--- src/rtl/btn_pkg.sv ---
`default_nettype none
// ============================================================================
//  Module      : btn_pkg
//  Description : Shared types and default timings for the push-button
//                conditioning chain (100 MHz system clock).
//  Revision    : 1.0 - initial release
// ============================================================================
package btn_pkg;

    // Auto-repeat sequencer states for one button channel
    typedef enum logic [1:0] {
        IDLE   = 2'd0,
        DELAY  = 2'd1,
        REPEAT = 2'd2
    } rep_state_t;

    // Default timings at 100 MHz
    localparam int DEF_N_BTN           = 4;
    localparam int DEF_DEBOUNCE_CYCLES = 1000000;   // 10 ms
    localparam int DEF_REPEAT_DELAY    = 50000000;  // 500 ms
    localparam int DEF_REPEAT_PERIOD   = 10000000;  // 100 ms

    // Larger of two integers, used to size the shared repeat counter
    function automatic int max_int(input int a, input int b);
        return (a > b) ? a : b;
    endfunction

endpackage
`default_nettype wire

--- src/rtl/button_channel.sv ---
`default_nettype none
// ============================================================================
//  Module      : button_channel
//  Description : One push-button channel: 2-flop synchronizer, stable-window
//                debouncer with press/release pulses, and an auto-repeat
//                sequencer that emits a pulse train while the button is held.
//  Revision    : 1.0 - initial release
// ============================================================================
module button_channel
    import btn_pkg::*;
#(
    parameter int DEBOUNCE_CYCLES = DEF_DEBOUNCE_CYCLES,
    parameter int REPEAT_DELAY    = DEF_REPEAT_DELAY,
    parameter int REPEAT_PERIOD   = DEF_REPEAT_PERIOD
) (
    input  logic clk,
    input  logic reset,
    input  logic btn_raw,
    input  logic repeat_en,
    output logic btn_level,
    output logic btn_press,
    output logic btn_release,
    output logic btn_repeat
);

    localparam int DW = $clog2(DEBOUNCE_CYCLES);
    localparam int RW = $clog2(max_int(REPEAT_DELAY, REPEAT_PERIOD));

    localparam logic [DW-1:0] DC_LAST = DW'(DEBOUNCE_CYCLES - 1);
    localparam logic [RW-1:0] RD_LAST = RW'(REPEAT_DELAY - 1);
    localparam logic [RW-1:0] RP_LAST = RW'(REPEAT_PERIOD - 1);

    logic          sync1;
    logic          sync2;
    logic [DW-1:0] dcnt;
    logic [RW-1:0] rcnt;
    rep_state_t    state;

    logic accept;
    logic accept_rise;
    logic accept_fall;

    // The debounced level changes on this edge; the repeat sequencer reacts on
    // the same edge so its first pulse lands exactly REPEAT_DELAY after press.
    assign accept      = (sync2 != btn_level) && (dcnt == DC_LAST);
    assign accept_rise = accept &  sync2;
    assign accept_fall = accept & ~sync2;

    // Two-flop synchronizer for the asynchronous raw input
    always_ff @(posedge clk) begin
        if (reset) begin
            sync1 <= 1'b0;
            sync2 <= 1'b0;
        end else begin
            sync1 <= btn_raw;
            sync2 <= sync1;
        end
    end

    // Stable-window debouncer; any return to the current level restarts the window
    always_ff @(posedge clk) begin
        if (reset) begin
            dcnt        <= '0;
            btn_level   <= 1'b0;
            btn_press   <= 1'b0;
            btn_release <= 1'b0;
        end else begin
            btn_press   <= 1'b0;
            btn_release <= 1'b0;
            if (sync2 == btn_level) begin
                dcnt <= '0;
            end else if (dcnt != DC_LAST) begin
                dcnt <= dcnt + DW'(1);
            end else begin
                dcnt        <= '0;
                btn_level   <= sync2;
                btn_press   <= sync2;
                btn_release <= ~sync2;
            end
        end
    end

    // Auto-repeat sequencer; leaving (release or disable) wins over a due pulse
    always_ff @(posedge clk) begin
        if (reset) begin
            state      <= IDLE;
            rcnt       <= '0;
            btn_repeat <= 1'b0;
        end else begin
            btn_repeat <= 1'b0;
            case (state)
                IDLE: begin
                    if (accept_rise && repeat_en) begin
                        state <= DELAY;
                        rcnt  <= '0;
                    end
                end
                DELAY: begin
                    if (!repeat_en || accept_fall) begin
                        state <= IDLE;
                        rcnt  <= '0;
                    end else if (rcnt == RD_LAST) begin
                        state      <= REPEAT;
                        rcnt       <= '0;
                        btn_repeat <= 1'b1;
                    end else begin
                        rcnt <= rcnt + RW'(1);
                    end
                end
                REPEAT: begin
                    if (!repeat_en || accept_fall) begin
                        state <= IDLE;
                        rcnt  <= '0;
                    end else if (rcnt == RP_LAST) begin
                        rcnt       <= '0;
                        btn_repeat <= 1'b1;
                    end else begin
                        rcnt <= rcnt + RW'(1);
                    end
                end
                default: begin
                    state <= IDLE;
                    rcnt  <= '0;
                end
            endcase
        end
    end

endmodule
`default_nettype wire

--- src/rtl/button_conditioner.sv ---
`default_nettype none
// ============================================================================
//  Module      : button_conditioner
//  Description : N_BTN independent button channels plus a registered event
//                stream (press or repeat) for the up/down counter FSM.
//  Revision    : 1.0 - initial release
// ============================================================================
module button_conditioner
    import btn_pkg::*;
#(
    parameter int N_BTN           = DEF_N_BTN,
    parameter int DEBOUNCE_CYCLES = DEF_DEBOUNCE_CYCLES,
    parameter int REPEAT_DELAY    = DEF_REPEAT_DELAY,
    parameter int REPEAT_PERIOD   = DEF_REPEAT_PERIOD
) (
    input  logic             clk,
    input  logic             reset,
    input  logic [N_BTN-1:0] btn_raw,
    input  logic [N_BTN-1:0] repeat_en,
    output logic [N_BTN-1:0] btn_level,
    output logic [N_BTN-1:0] btn_press,
    output logic [N_BTN-1:0] btn_release,
    output logic [N_BTN-1:0] btn_repeat,
    output logic [N_BTN-1:0] btn_event
);

    generate
        for (genvar i = 0; i < N_BTN; i++) begin : g_chan
            button_channel #(
                .DEBOUNCE_CYCLES (DEBOUNCE_CYCLES),
                .REPEAT_DELAY    (REPEAT_DELAY),
                .REPEAT_PERIOD   (REPEAT_PERIOD)
            ) u_chan (
                .clk         (clk),
                .reset       (reset),
                .btn_raw     (btn_raw[i]),
                .repeat_en   (repeat_en[i]),
                .btn_level   (btn_level[i]),
                .btn_press   (btn_press[i]),
                .btn_release (btn_release[i]),
                .btn_repeat  (btn_repeat[i])
            );
        end
    endgenerate

    // Merged step request for the counter FSM, one cycle behind the pulses
    always_ff @(posedge clk) begin
        if (reset) begin
            btn_event <= '0;
        end else begin
            btn_event <= btn_press | btn_repeat;
        end
    end

endmodule
`default_nettype wire

--- config.mk ---
export PLATFORM = sky130hd
export DESIGN_NAME = button_conditioner
export DESIGN_NICKNAME = d
export VERILOG_FILES = /design/src/rtl/btn_pkg.sv /design/src/rtl/button_channel.sv /design/src/rtl/button_conditioner.sv
export SDC_FILE = /design/constraint.sdc
export NUM_CORES = 1
export LEC_CHECK = 0
export BUFFER_PORTS_ARGS = -buffer_cell sky130_fd_sc_hd__buf_4
export CORE_MARGIN = 4
export CORE_UTILIZATION = 35
export CTS_BUF_LIST = sky130_fd_sc_hd__clkbuf_4 sky130_fd_sc_hd__clkbuf_8
export DETAILED_ROUTE_END_ITERATION = 8
export PLACE_DENSITY = 0.53
export SETUP_SLACK_MARGIN = 0.1
export SYNTH_ARGS = -nofsm -noshare
export SYNTH_HDL_FRONTEND = slang
export SYNTH_SLANG_ARGS = --single-unit
--- constraint.sdc ---
create_clock -name clk -period 8 [get_ports clk]
set_clock_uncertainty 0.2 [all_clocks]
set_input_delay 2 -clock clk [delete_from_list [all_inputs] [get_ports clk]]
set_output_delay 2 -clock clk [all_outputs]
set_load 0.05 [all_outputs]
==> results.cfg, run 1 <==
[cts]
cts_hold_buffers = 0
clock-sinks = 220
h-tree-depth = 2
ctsResizeCount = 0
cts_setup_buffers = 0
cts-root-buf = clkbuf_8
worst_skew_pair.late_latency_ps = 570
numCtsBuffers = 43
cts_tree = done
clk_pin_slew_worst_paths_ps = 50
clock_path_buffers = 3

[drt]
routed_wl_um = 26300
firstDrtPassIters = 5
viasPerCell = 5.40
met1_length_um = 12800
dr.first_iter.drc_count = 472
met2RoutedLength_um = 11400
post_drt_wl_per_cell_um = 14.4
drcViolationCount = 0
drtAntennaViolNets = 0
highest_layer = met4
dr_wl_met3_um = 1300
vias = 9895

[pwr]
pwr-share-comb_pct = 1.4
power.net_switching_uw = 512
leakagePower_nw = 4.06
vdd_drop_max_mv = 0.105
internal_power_mw = 1.81
swShare_pct = 22.0
power.share.sequential_pct = 47.4
power_mw = 2.32
power_density_mw_per_mm2 = 184
clkPwrFrac_pct = 51.2

[sta]
period_minus_slack_ps = 3820
slew_headroom_pct = 34.1
rsz0062_at_grt = false
slew_viol_final = 0
fin_tns_setup_ps = 0
hold_viol = 0
setup_viol = 0
fmax_mhz = 262
fin_crit_sh_pct = 47.7
worst_pin_slew_ps = 985

[global_route]
grt_pass1_wl_um = 45800
grt-ovfl-total = 0
antenna_found_initial = 0
grt_pass1_vias = 9454
grt_max_degree = 50
track_usage_pct = 14.9

[layout]
multi_input_area_mm2 = 0.00638
syn_to_final_growth_pct = 12.2
drive_above_1_share_pct = 9.36
register_area_mm2 = 0.00440
n_antenna_cell = 0
fin_nets = 1429
fillers = 3218

[floorplan]
dieArea_mm2 = 0.0351
num_rows = 65
die_w_um = 187
start_util_pct = 35.6
core_area_mm2 = 0.0316
io_pins = 30
die_h_um = 187

[worst_setup_path]
cpMaxStageDelayCell = a211oi_4
crit_path_max_incr_delay_ps = 730
rrSetupSlack_ps = 4810
crit_required_ps = 8300
worstPathMaxFanout = 22
r2r_start = g_chan[3].u_chan.dcnt[10]
critPathCaptureType = flop
critPathTopFamily = compound AO/OA/AOI/OAI gates
startpoint_type = input pin
path_cells = buf_4 > inv_1 > or4_1 > o21a_4 > a211oi_4 > a41oi_1 > a31oi_1
critPathBufInv = 2
r2r-end = g_chan[3].u_chan.rcnt[22]
critPathArrivalTime_ps = 4120
worst-path-stages = 7
ff2ff_path_depth = 6
worstSetupPathType = input pin to flop

[min_path]
holdPathStages = 1
min-delay-start = g_chan[3].u_chan.sync1
worstHoldEndpoint = g_chan[3].u_chan.sync2
hp-class = flop to flop

[synth]
synth_area_leaders = dfxtp_1 (39%), nor2_1 (5.8%), nand3_1 (5.6%), nand2_1 (4.5%), a31oi_1 (4.2%)
synth_most_common_cell = dfxtp_1
synth_top_family_by_area = simple AND/OR/NAND/NOR gates
netlist-cell-type-count = 67
synthTopCellsByCount = dfxtp_1 (220), nor2_1 (175), nand2_1 (135), nand3_1 (127), a31oi_1 (76)
synthFlopType = dfxtp_1
ys_warn_count = 0
yosysSeqAreaShare_pct = 39.1
synth_top_area_share_pct = 39.1
synth-compound-area-share_pct = 13.6
syn_avg_cell_area_um2 = 8.07
synth_area_leader_cell = dfxtp_1
synthSimpleGateAreaFrac_pct = 33.7
syn_area_mm2 = 0.0113
synth_edf_count = 0
synthAdderAreaFrac_pct = 2.22
synthArstFlopShare_pct = 0
synth_seq_cells = 220
synthMuxAreaShare_pct = 0.890
synth_xor_area_share_pct = 6.07
synth_fp_nets = 1425
synthCells = 1395

[job]
cap_violations = 0

[placed_design]
routabilityCongestion = 0.814
dp_hpwl_um = 17500
port_buffers = 29

[outcome]
status = finished, final reports clean
## worst max path at each step
stage,start,end,slack [ps]
4_1_cts,repeat_en[3],g_chan[3].u_chan.rcnt[22],4220
3_5_place_dp,repeat_en[3],g_chan[3].u_chan.rcnt[22],3580
3_3_place_gp,repeat_en[3],g_chan[3].u_chan.rcnt[24],3630
5_1_grt,repeat_en[3],g_chan[3].u_chan.rcnt[22],4030
6_report,repeat_en[3],g_chan[3].u_chan.rcnt[22],4180
2_1_floorplan,repeat_en[3],g_chan[3].u_chan.rcnt[18],4290
## per-stage QoR
| step | instances | setup WS, ps | hold WS [ps] | utilization [%] | area [µm²] |
|---|---|---|---|---|---|
| 6_report | 1833 | 4180 | 217 | 39.9 | 12600 |
| 5_1_grt | 1833 | 4030 | 234 | 39.9 | 12600 |
| 4_1_cts | 1833 | 4220 | 222 | 39.9 | 12600 |
| 3_5_place_dp | 1756 | 3580 | 236 | 37.0 | 11700 |
| 3_3_place_gp | 1756 | 3630 | 224 | 37.0 | 11700 |
| 2_1_floorplan | 1395 | 4290 | 214 | - | 11300 |
## layout by cell type (no fill, tap or decap), drive strengths merged, types with 7 or more instances in the layout
master	instances
a211oi	9
a21oi	40
a22o	7
a31oi	76
and2	14
and3	36
and4	17
buf	38
clkbuf	70
dfxtp	220
ha	20
inv	34
mux2i	10
nand2	135
nand2b	22
nand3	127
nand3b	16
nand4	59
nand4b	9
nor2	175
nor2b	14
nor3	24
nor4	15
nor4b	13
o211ai	13
o21ai	42
or3	11
or4	9
xnor2	40
xor2	38
## cell type report
class	instances	area share, %
multi-input cells	1063	50.5
well taps	402	3.98
clock buffers	70	7.04
flip-flops and latches	220	34.9
clock inverters	7	0.327
inverters	33	0.981
repair buffers	38	2.26
## logic make-up after synthesis
kind of cell / after synthesis
adder cells (fa/ha/maj): 20
AO/OA/AOI/OAI: 231
AND/OR/NAND/NOR: 724
XOR/XNOR: 78
flip-flops: 220
buffers and inverters: 112
multiplexers: 10
## routing by layer
layer / GRT usage, % / vias to the layer above
li1: - / 5076
met1: 20.2 / 4576
met2: 23.2 / 180
met3: 3.36 / 63
met4: 5.49 / 0
met5: 0 / -
## worst register-to-register path: stages (launching register included)
cell	delay (ps)
dfxtp_1	360
or4_1	520
or4_4	600
o21a_4	310
a211oi_4	730
a41oi_1	220
a31oi_1	170
## registers in the layout, summed over array words and instances (netlist names)
register,count
g_chan.u_chan.sync2,4
g_chan.u_chan.btn_repeat,4
g_chan.u_chan.sync1,4
g_chan.u_chan.btn_level,4
g_chan.u_chan.btn_press,4
btn_event,4
g_chan.u_chan.rcnt,104
g_chan.u_chan.state,8
g_chan.u_chan.dcnt,80
g_chan.u_chan.btn_release,4
## power by group through the flow
stage	registers [mW]	clock network, mW	logic (mW)
floorplan	1.12	0	0.0208
global placement	1.12	0	0.0321
detailed placement	1.12	0	0.0322
CTS	1.10	1.24	0.0324
global route	1.10	1.28	0.0351
finish	1.10	1.19	0.0318
No activity file was read; power rests on OpenSTA's default activity.
==> run 2, diff against run 1 <==
Settings changed: ABC_AREA from default to 1.
Clock period 8 ns to 3.6 ns, I/O delays scaled along.
==> results.cfg, run 2 <==
[outcome]
status = finished, final reports clean

[worst_setup_path]
crit_path_max_incr_delay_ps = 390
crit_required_ps = 3850
rrSetupSlack_ps = 1110
path_cells = ha_1 > nand3_1 > nor2_1 > nand2_1 > nor2_1 > nor2_1 > nand3_1 > nand2_2 > nand2_2 > a21oi_1
cpMostUsedCell = nor2_1
startpoint_type = flop
critPathArrivalTime_ps = 2740
worstPathMaxFanout = 17
startpoint = g_chan[2].u_chan.rcnt[0]
critPathCaptureType = flop
r2r-end = g_chan[2].u_chan.rcnt[14]
crit_end = g_chan[2].u_chan.rcnt[14]
cpMaxStageDelayCell = dfxtp_1
ff2ff_path_depth = 10
r2r_start = g_chan[2].u_chan.rcnt[0]
worstSetupPathType = flop to flop

[sta]
slew_headroom_pct = 28.9
slew_viol_final = 0
setup_viol = 0
fin_tns_setup_ps = 0
hold_slack_ps = 201
fin_crit_sh_pct = 69.1
period_minus_slack_ps = 2490
rsz0062_at_grt = false
fmax_mhz = 402
worst_pin_slew_ps = 1070
hold_viol = 0

[layout]
drive_above_1_share_pct = 8.37
final_cell_mix = nand2_1 (612), nor2_1 (381), inv_1 (261), dfxtp_1 (220), a21oi_1 (150)
largest_reg_flops = 104
n_antenna_cell = 0
syn_to_final_growth_pct = 10.5
layout_commonest_cell = nand2_1
reg.largest.list = g_chan.u_chan.rcnt: 104 flops, g_chan.u_chan.dcnt: 80 flops, g_chan.u_chan.state: 8 flops
top_register = g_chan.u_chan.rcnt
fin_nets = 2221

[global_route]
antenna_found_initial = 0
grt-ovfl-total = 0
grt_max_degree = 56
track_usage_pct = 16.1
grt_pass1_wl_um = 57100
grt_pass1_vias = 12000

[cts]
worst_skew_pair.late_latency_ps = 600
ctsResizeCount = 0
h-tree-depth = 2
clock-sinks = 220
cts_setup_buffers = 0
cts-root-buf = clkbuf_8
clock_path_buffers = 3
cts_tree = done
numCtsBuffers = 42
cts_hold_buffers = 0
clk_pin_slew_worst_paths_ps = 60

[synth]
syn_area_mm2 = 0.0134
synth_area_leaders = dfxtp_1 (33%), nand2_1 (17%), nor2_1 (11%), inv_1 (7.3%), a21oi_1 (5.6%)
synth_edf_count = 0
synthCells = 2188
synthTopCellsByCount = nand2_1 (612), nor2_1 (381), inv_1 (261), dfxtp_1 (220), a21oi_1 (150)
synthMuxAreaShare_pct = 0
synth_xor_area_share_pct = 3.66
synthSimpleGateAreaFrac_pct = 42.0
synth_top_area_share_pct = 32.9
synth_top_family_by_area = simple AND/OR/NAND/NOR gates
yosysSeqAreaShare_pct = 32.9
synthAdderAreaFrac_pct = 1.87
synth_seq_cells = 220
syn_avg_cell_area_um2 = 6.13
synth_area_leader_cell = dfxtp_1
ys_warn_count = 0
synthArstFlopShare_pct = 0
synthFlopType = dfxtp_1
synth_fp_nets = 2218
synth_most_common_cell = nand2_1
netlist-cell-type-count = 40
synth-compound-area-share_pct = 8.60

[job]
cap_violations = 0

[placed_design]
dp_hpwl_um = 23000
port_buffers = 29
routabilityCongestion = 0.864

[pwr]
leakagePower_nw = 5.39
vdd_drop_max_mv = 0.278
power_density_mw_per_mm2 = 370

[drt]
drtAntennaViolNets = 0
dr_wl_met3_um = 1500
drcViolationCount = 0
viasPerCell = 4.72
dr.first_iter.drc_count = 771
highest_layer = met4
met2RoutedLength_um = 14800
met1_length_um = 16100
routed_wl_um = 33200
vias = 12900
firstDrtPassIters = 5
post_drt_wl_per_cell_um = 12.1

[floorplan]
core_area_mm2 = 0.0378
die_w_um = 204
num_rows = 71
dieArea_mm2 = 0.0415
die_h_um = 204
start_util_pct = 35.5
io_pins = 30

[min_path]
hp-class = flop to flop
-- run 2: cell types whose count changed after synthesis, moves of 18 or more --
cell,change
a21oi_1,+110
a31oi_1,-74
and3_1,-35
clkbuf_1,-28
inv_1,+228
nand2_1,+477
nand2b_1,-22
nand3_1,+18
nor2_1,+206
nor2_2,+24
nor3_1,+29
xnor2_1,-22
-- run 2: worst min path at each step --
stage	start	end	slack, ps	cells past startpoint
after global placement	g_chan[0].u_chan.sync1	g_chan[0].u_chan.sync2	190	2
after CTS	g_chan[0].u_chan.sync1	g_chan[0].u_chan.sync2	200	2
final	g_chan[0].u_chan.sync1	g_chan[0].u_chan.sync2	200	2
after global routing	g_chan[0].u_chan.sync1	g_chan[0].u_chan.sync2	220	2
after floorplan	g_chan[0].u_chan.sync1	g_chan[0].u_chan.sync2	190	2
after detailed placement	g_chan[0].u_chan.sync1	g_chan[0].u_chan.sync2	190	2
-- run 2: cell families (layout without fill, tap and decap cells) --
family	Yosys count	after routing
buf+inv	349	383
fa+ha+maj	20	20
simple gates	1325	1325
xor+xnor	56	56
compound gates	218	218
flops	220	220
-- run 2: layout make-up --
type | instances | area (µm²)
Clock inverter | 8 | 92.6
Clock buffer | 67 | 847
Fill cell | 4078 | 22900
Timing Repair Buffer | 38 | 298
Tap cell | 511 | 639
Sequential cell | 220 | 4400
Multi-Input combinational cell | 1619 | 7520
Inverter | 270 | 1010
-- run 2: layer usage --
layer,global-route usage (%),up-vias
li1,-,6882
met3,3.16,50
met2,26.4,198
met4,5.44,0
met1,21.2,5766
met5,0,-
-- run 2: worst max-delay path, delay by kind of cell, from the launching register on --
family	cells	cell delay (ps)
and+or+nand+nor	8	1420
AOI/OAI and AO/OA	1	110
DFF	1	390
adders and majority gates	1	230
-- run 2: metrics by stage --
step / std cells / instance area [µm²] / total power, mW / util [%] / setup slack [ps]
floorplan: 2188 / 13400 / 2.71 / - / 1490
global placement: 2658 / 13900 / 2.78 / 36.8 / 1020
detailed placement: 2658 / 13900 / 2.78 / 36.8 / 965
CTS: 2733 / 14800 / 5.61 / 39.2 / 1110
global route: 2733 / 14800 / 5.73 / 39.2 / 902
finish: 2733 / 14800 / 5.48 / 39.2 / 1110
-- run 2: where the power goes --
group,total [mW],switching [mW],internal [mW]
clock,2.76,1.13,1.63
sequential,2.46,0.00948,2.45
combinational,0.265,0.208,0.0571
total,5.48,1.35,4.14
==> run 3, diff against run 2 <==
Settings changed: ABC_AREA 1 to 0, PLACE_DENSITY 0.53 to 0.55.
Clock period 3.6 ns to 2.06 ns, I/O delays scaled along.
==> results.cfg, run 3 (synthesis gave the netlist of run 1 again) <==
[sta]
worst_pin_slew_ps = 552
fmax_mhz = 381
hold_viol = 0
slew_viol_final = 0
hold_slack_ps = 27.4
slew_headroom_pct = 62.9
rsz0062_at_grt = true
period_minus_slack_ps = 2630
fin_ws_ps = -568
fin_crit_sh_pct = 128
setup_viol = 137

[layout]
final_util_pct = 56.5
final_cell_mix = buf_4 (367), dfxtp_1 (191), nor2_1 (145), nand2_1 (111), nand3_1 (81)
fillers = 2780
largest_reg_flops = 104
syn_to_final_growth_pct = 58.9
finalInstanceArea_mm2 = 0.0179
reg.largest.list = g_chan.u_chan.rcnt: 104 flops, g_chan.u_chan.dcnt: 80 flops, g_chan.u_chan.state: 8 flops
multi_input_area_mm2 = 0.00790
fin_nets = 1844
final_cells = 2246
n_antenna_cell = 0
drive_above_1_share_pct = 43.1
layout_commonest_cell = buf_4
register_area_mm2 = 0.00445
top_register = g_chan.u_chan.rcnt

[drt]
drcViolationCount = 0
firstDrtPassIters = 5
routed_wl_um = 33900
dr.first_iter.drc_count = 625
post_drt_wl_per_cell_um = 15.1
viasPerCell = 5.28
drtAntennaViolNets = 0
vias = 11900

[worst_setup_path]
worst-path-stages = 6
critPathBufInv = 1
ff2ff_path_depth = 6
r2r_start = g_chan[3].u_chan.dcnt[10]
worstPathMaxFanout = 3
r2r-end = g_chan[3].u_chan.rcnt[10]
critPathCaptureType = flop
crit_end = g_chan[3].u_chan.rcnt[10]
critPathTopFamily = simple AND/OR/NAND/NOR gates
crit_required_ps = 2340
critPathArrivalTime_ps = 2910
rrSetupSlack_ps = -570
cpMaxStageDelayCell = or4_4
crit_path_max_incr_delay_ps = 570
path_cells = or4_4 > or4_4 > o21a_4 > buf_6 > or4b_1 > a31oi_1
startpoint_type = flop
worstSetupPathType = flop to flop
startpoint = g_chan[3].u_chan.dcnt[10]
cpMostUsedCell = or4_4

[placed_design]
dp.cells = 2114
dp_hpwl_um = 22200
routabilityCongestion = 0.854
dpl_cell_area_mm2 = 0.0150
place_ws_ps = -582
port_buffers = 29

[cts]
numCtsBuffers = 41
h-tree-depth = 2
worst_skew_pair.late_latency_ps = 550
clock-sinks = 220
clock_path_buffers = 3
cts-root-buf = clkbuf_8
cts_tree = done
clk_pin_slew_worst_paths_ps = 60

[global_route]
grt_max_degree = 32
track_usage_pct = 18.4
grt-ovfl-total = 0
grt_pass1_vias = 11700
antenna_found_initial = 0
grt_pass1_wl_um = 55800

[floorplan]
die_h_um = 187
num_rows = 65
dieArea_mm2 = 0.0351
die_w_um = 187
start_util_pct = 35.6
io_pins = 30
core_area_mm2 = 0.0316

[pwr]
vdd_drop_max_mv = 0.370
leakagePower_nw = 6.63
power_density_mw_per_mm2 = 501

[min_path]
min-delay-start = btn_raw[1]
hp-class = input pin to flop

[job]
cap_violations = 0

[outcome]
violations = setup timing
status = finished with violations
## run 3: worst min path at each step
stage / endpoint / slack, ps / depth (start not counted)
after floorplan: g_chan[0].u_chan.sync2 / 210 / 1
after global placement: g_chan[2].u_chan.sync2 / 220 / 1
after detailed placement: g_chan[2].u_chan.sync2 / 230 / 1
after CTS: g_chan[1].u_chan.sync1 / 3 / 2
after global routing: g_chan[1].u_chan.sync1 / 10 / 2
final: g_chan[1].u_chan.sync1 / 30 / 2
## run 3: where the power goes
part	internal [mW]	total (mW)	switching [mW]
clock network	2.59	4.44	1.85
logic	0.119	0.254	0.134
registers	4.26	4.27	0.00567
## run 3: layout make-up
class	instances	share of cell area, %
clock inverters	6	0.182
well taps	402	2.81
repair buffers	451	22.5
flip-flops and latches	220	24.9
clock buffers	67	4.74
inverters	33	0.693
multi-input cells	1067	44.2
## run 3: worst register-to-register path: cells and delay by family (launching register included)
family / cells / cell delay (ps)
buffers and inverters: 1 / 130
and+or+nand+nor: 3 / 1550
AOI/OAI and AO/OA: 2 / 360
DFF: 1 / 310
## run 3: stage by stage
step                setup TNS (ps)  power [mW]
CTS                         -33590        9.06
floorplan                   -24700        4.46
detailed placement          -32920        4.55
global route                -50100        9.33
global placement            -27990        4.54
finish                      -35800        8.96
## run 3: layer usage
| metal | global-route usage, % | vias to the layer above | wire length (µm) |
|---|---|---|---|
| met5 | 0 | - | 0 |
| met2 | 32.1 | 188 | 16600 |
| met1 | 23.3 | 5670 | 15300 |
| met4 | 5.49 | 0 | 809 |
| li1 | - | 5927 | - |
| met3 | 3.08 | 67 | 1190 |
## run 3: what timing repair did
action,4_1_cts,5_1_grt
hold buffers,2,0
pin swaps,105,115
buffers inserted,28,20
endpoints found under the hold margin,2,0
gates cloned,16,6
gates resized for setup,164,155
setup endpoints to repair,176,198
